`config.mk`:
```
export PLATFORM = sky130hd
export DESIGN_NAME = regfile_dump
export DESIGN_NICKNAME = d
export VERILOG_FILES = /design/src/rtl/regfile_dump.sv
export SDC_FILE = /design/constraint.sdc
export NUM_CORES = 1
export LEC_CHECK = 0
export BUFFER_PORTS_ARGS = -buffer_cell sky130_fd_sc_hd__buf_2
export CAP_MARGIN = 0
export CORE_MARGIN = 4
export CORE_UTILIZATION = 30
export CTS_CLUSTER_SIZE = 24
export DETAILED_ROUTE_END_ITERATION = 10
export HOLD_SLACK_MARGIN = 0.05
export PLACE_DENSITY_LB_ADDON = 0.3
export SYNTH_ARGS = -nofsm -noshare
export SYNTH_HDL_FRONTEND = slang
export SYNTH_SLANG_ARGS = --single-unit
export TNS_END_PERCENT = 100
```
`constraint.sdc`:
```
create_clock -name clk -period 2.5 [get_ports clk]
set_clock_uncertainty 0.1 [all_clocks]
set_input_delay 0.375 -clock clk [delete_from_list [all_inputs] [get_ports clk]]
set_output_delay 0.375 -clock clk [all_outputs]
set_load 0.05 [all_outputs]
```
`src/rtl/regfile_dump.sv`:
```
// regfile_dump: walks a register file read port and streams every register out over a valid/ready beat interface.
// Define REGFILE_DUMP_CSUM_EN to append an XOR checksum beat after the last register.
module regfile_dump #(
    parameter int WIDTH   = 32,
    parameter int REGBITS = 3
) (
    input  logic               clk,
    input  logic               rst,
    input  logic               start_i,
    input  logic               abort_i,
    output logic [REGBITS-1:0] ra_o,
    input  logic [WIDTH-1:0]   rd_i,
    output logic               dump_valid_o,
    input  logic               dump_ready_i,
    output logic [REGBITS-1:0] dump_addr_o,
    output logic [WIDTH-1:0]   dump_data_o,
    output logic               dump_last_o,
    output logic               busy_o,
    output logic               done_o
);

    localparam int N = 1 << REGBITS;
    // One spare bit so the final-index comparison never aliases with a wrapped counter.
    localparam logic [REGBITS:0] LAST_IDX = (REGBITS + 1)'(N - 1);

`ifdef REGFILE_DUMP_CSUM_EN
    typedef enum logic [2:0] {IDLE, READ, SEND, CSUM, DONE} state_t;
`else
    typedef enum logic [2:0] {IDLE, READ, SEND, DONE} state_t;
`endif

    state_t           state;
    state_t           next_state;
    logic [REGBITS:0] cnt;
    logic             kill;

    // Abort outranks everything, including a handshake in the same cycle.
    assign kill = abort_i && (state != IDLE);

    // NOTE: sequential state uses non-blocking assignments so every register samples pre-edge values.
    always_ff @(posedge clk or posedge rst) begin
        if (rst) begin
            state <= IDLE;
        end else begin
            state <= next_state;
        end
    end

    // NOTE: next_state gets a default before the case so no path can infer a latch.
    always_comb begin
        next_state = state;
        if (kill) begin
            next_state = IDLE;
        end else begin
            case (state)
                IDLE: if (start_i) next_state = READ;
                READ: next_state = SEND;
                SEND: begin
                    if (dump_ready_i) begin
                        if (cnt != LAST_IDX) begin
                            next_state = READ;
                        end else begin
`ifdef REGFILE_DUMP_CSUM_EN
                            next_state = CSUM;
`else
                            next_state = DONE;
`endif
                        end
                    end
                end
`ifdef REGFILE_DUMP_CSUM_EN
                CSUM: if (dump_ready_i) next_state = DONE;
`endif
                DONE:    next_state = IDLE;
                default: next_state = IDLE;
            endcase
        end
    end

    always_comb begin
        ra_o         = '0;
        dump_valid_o = 1'b0;
        busy_o       = (state != IDLE);
        done_o       = (state == DONE);
        if (state == READ) ra_o = cnt[REGBITS-1:0];
`ifdef REGFILE_DUMP_CSUM_EN
        if (state == SEND || state == CSUM) dump_valid_o = 1'b1;
`else
        if (state == SEND) dump_valid_o = 1'b1;
`endif
    end

`ifdef REGFILE_DUMP_CSUM_EN
    logic [WIDTH-1:0] csum;

    always_ff @(posedge clk or posedge rst) begin
        if (rst) begin
            csum <= '0;
        end else if (state == IDLE && start_i) begin
            csum <= '0;
        end else if (state == READ && !kill) begin
            csum <= csum ^ rd_i;
        end
    end
`endif

    // Counter and beat registers; the beat only changes on entry to SEND or CSUM, so it is stable while offered.
    always_ff @(posedge clk or posedge rst) begin
        if (rst) begin
            cnt         <= '0;
            dump_addr_o <= '0;
            dump_data_o <= '0;
            dump_last_o <= 1'b0;
        end else if (!kill) begin
            case (state)
                IDLE: if (start_i) cnt <= '0;
                READ: begin
                    dump_addr_o <= cnt[REGBITS-1:0];
                    dump_data_o <= rd_i;
`ifdef REGFILE_DUMP_CSUM_EN
                    dump_last_o <= 1'b0;
`else
                    dump_last_o <= (cnt == LAST_IDX);
`endif
                end
                SEND: begin
                    if (dump_ready_i) begin
                        if (cnt != LAST_IDX) begin
                            cnt <= cnt + 1'b1;
                        end else begin
`ifdef REGFILE_DUMP_CSUM_EN
                            dump_addr_o <= '0;
                            dump_data_o <= csum;
                            dump_last_o <= 1'b1;
`endif
                        end
                    end
                end
                default: ;
            endcase
        end
    end

endmodule

```
==> impl_metrics.ini <==
[grt]
grt_pass1_wl_microns = 6060
grt_pass1_vias = 1254
grt_max_degree = 37
grt_overflow_total = 0
grt_usage_pct = 10.4
antenna_found_initial = 0

[route]
drcViolationCount = 0
met3_wirelength_microns = 418
ant_nets = 0
top_layer = met4
drt_pass1_iterations = 4
drt-initial-drc-count = 10
routed_wl_microns = 3400
vias = 1205
wl_met2_microns = 1440
wl_met1_microns = 1520
routedWlPerCell_microns = 12.5
detail_route.vias_per_cell = 4.41

[yosys]
synthesis.nets = 154
ys.flop_type = dfrtp_1
synth_async_sr_flop_share_pct = 100
syn_inst = 116
synth_cell_type_count = 27
synth_area_sq_mm = 0.00175
synth_area_leaders = dfrtp_1 60%, mux2_2 24%, buf_6 1.9%, nor2_8 1.1%, a21boi_4 1.1%
yosysSeqAreaShare_pct = 60.1
synth_edf_count = 0
yosys_warnings = 0
netlist.area_leader.share_pct = 60.1
synth.avg_cell_area_sq_um = 15.1
synth_top_area_cell = dfrtp_1
ys_ff_latch = 42

[power]
p_leak_nw = 1.16
p_per_area_mw_per_mm2 = 1120
p_switching_mw = 1.17
p_int_mw = 1.41
comb_power_share_pct = 46.0
ir_worst_vdd_mv = 0.558
p_clk_share_pct = 16.7
swShare_pct = 45.4
p_seq_share_pct = 37.3

[critical_path]
cp.arrival_ps = 1360
cpPeakStageDelay_ps = 440
critPathTopFamily = flip-flops
slowest_stage = dfrtp_1
rr_startpoint = state[1]
end_kind = output port
reg2regPathDepth = 3
r2r-end = dump_data_o[10]
cp_max_fo = 9
path_cells = nand2b_2 > nor2_1 > buf_2
crit_type = reg2out
worstSetupStartpoint = state[1]
crit_buf_inv = 1
worst_setup_path_start_kind = flip-flop
crit_required_ps = 2030
r2r_slack_ps = 700

[timing]
worst_slew_pin_slew_ps = 591
drv_slew = 0
fmax_mhz = 546
min_period_ps = 1830
fin_tns_setup_ps = 0
finalSetupViolations = 0
hold_violations = 0
rsz0062_at_grt = no
relSlewSlack_pct = 60.6
fin_crit_sh_pct = 73.3

[cts]
cts.path.max_buffers = 2
cts.sinks = 42
cts.reportedPaths.clkPinSlew_ps = 70
tritoncts = built
post_cts_buffers = 0
h-tree-depth = 2
root_buffer = clkbuf_8
clkLatencyLatePin_ps = 280
cts_buffers = 5

[floorplan]
die_w_microns = 84.4
die-height_microns = 84.4
ioPinCount = 79
die_area_sq_mm = 0.00712
start_util_pct = 31.4
placementRows = 27
core_sq_mm = 0.00557

[cells_and_area]
diodes = 0
final-seq-area_sq_mm = 0.00105
area_growth_pct = 31.8
drive_gt1_share_pct = 63.7
fillers = 559
multi_input_area_sq_um = 653
stdcell_area_sq_mm = 0.00230
nNetsFinal = 238

[hold_path]
whs_endpoint = dump_data_o[23]
hold_class = in2reg
holdCritStartpoint = rd_i[23]
holdPathStages = 2

[placement]
dpl.hpwl_microns = 2550
gp_congestion = 0.760
io_buffers = 78
place_area_sq_mm = 0.00220

[outcome]
status = complete, no violations

[run]
max_cap_viol_count = 0
[through the flow]
step	std cells	setup slack, ps	util, %	power, mW	hold WS [ps]
after floorplan	116	707	-	1.91	338
after global placement	264	689	39.5	2.17	245
after detailed placement	264	676	39.5	2.18	242
after CTS	273	640	41.3	2.63	206
after global routing	273	573	41.3	2.74	199
final	273	668	41.3	2.59	220
[logic make-up after synthesis]
group | after synthesis | synth area share, %
compound gates | 6 | 2.79
fa+ha+maj | 1 | 0.715
mux | 38 | 24.4
flops | 42 | 60.1
buf+inv | 6 | 2.57
simple gates | 23 | 9.44
[placed cells by master (no fill, tap or decap), types with 2 or more instances in the layout]
| master | Yosys | routed |
|---|---|---|
| inv_1 | 3 | 2 |
| buf_2 | 0 | 78 |
| nand3b_1 | 2 | 2 |
| mux2_2 | 37 | 37 |
| and2_1 | 3 | 3 |
| a21oi_1 | 2 | 2 |
| clkbuf_8 | 0 | 6 |
| and3_1 | 2 | 2 |
| nor2b_1 | 2 | 2 |
| dfrtp_1 | 42 | 42 |
| nand2_1 | 3 | 3 |
[power groups by stage]
stage | clock network (mW) | logic, mW | registers, mW
after floorplan | 0 | 0.263 | 1.64
after global placement | 0 | 1.19 | 0.980
final | 0.433 | 1.19 | 0.965
after global routing | 0.494 | 1.24 | 0.997
after CTS | 0.459 | 1.20 | 0.969
after detailed placement | 0 | 1.20 | 0.977
[routing by layer]
metal	global-route usage, %	vias up
met5	0	-
met4	3.88	0
met3	4.51	4
met2	15.1	62
met1	13.7	562
li1	-	577
[area by class of cell]
cell class	count	area share [%]
Multi-Input combinational cell	68	28.3
Tap cell	72	3.91
Timing Repair Buffer	80	17.7
Clock inverter	1	0.217
Clock buffer	7	3.75
Inverter	3	0.489
Sequential cell	42	45.6
[cells in the mapped netlist (2+ instances only)]
cell type / n
a21oi_1: 2
and2_1: 3
inv_1: 3
nand2_1: 3
and3_1: 2
nor2b_1: 2
buf_6: 3
dfrtp_1: 42
nand3b_1: 2
mux2_2: 37
[worst register-to-register path, stage by stage, from the launching register on]
cell and delay (ps):
dfrtp_1 440, nand2b_2 260, nor2_8 490, mux2_2 410
[what timing repair did]
item,CTS,global route
gates resized for setup,0,0
endpoints found under the hold margin,12,0
hold buffers,1,0
[state kept, by name, summed over array words and instances, names as in the netlist]
signal       cells
dump_data_o     32
cnt              4
dump_addr_o      3
state            2
dump_last_o      1
[worst max path at each step]
| stage | endpoint | slack, ps | cells after the start |
|---|---|---|---|
| after floorplan | ra_o[1] | 710 | 2 |
| after global placement | dump_data_o[0] | 690 | 3 |
| after global routing | ra_o[1] | 570 | 3 |
| final | ra_o[1] | 670 | 3 |
| after CTS | ra_o[1] | 640 | 3 |
| after detailed placement | dump_data_o[10] | 680 | 3 |
Power figures use the tool's default switching activity.
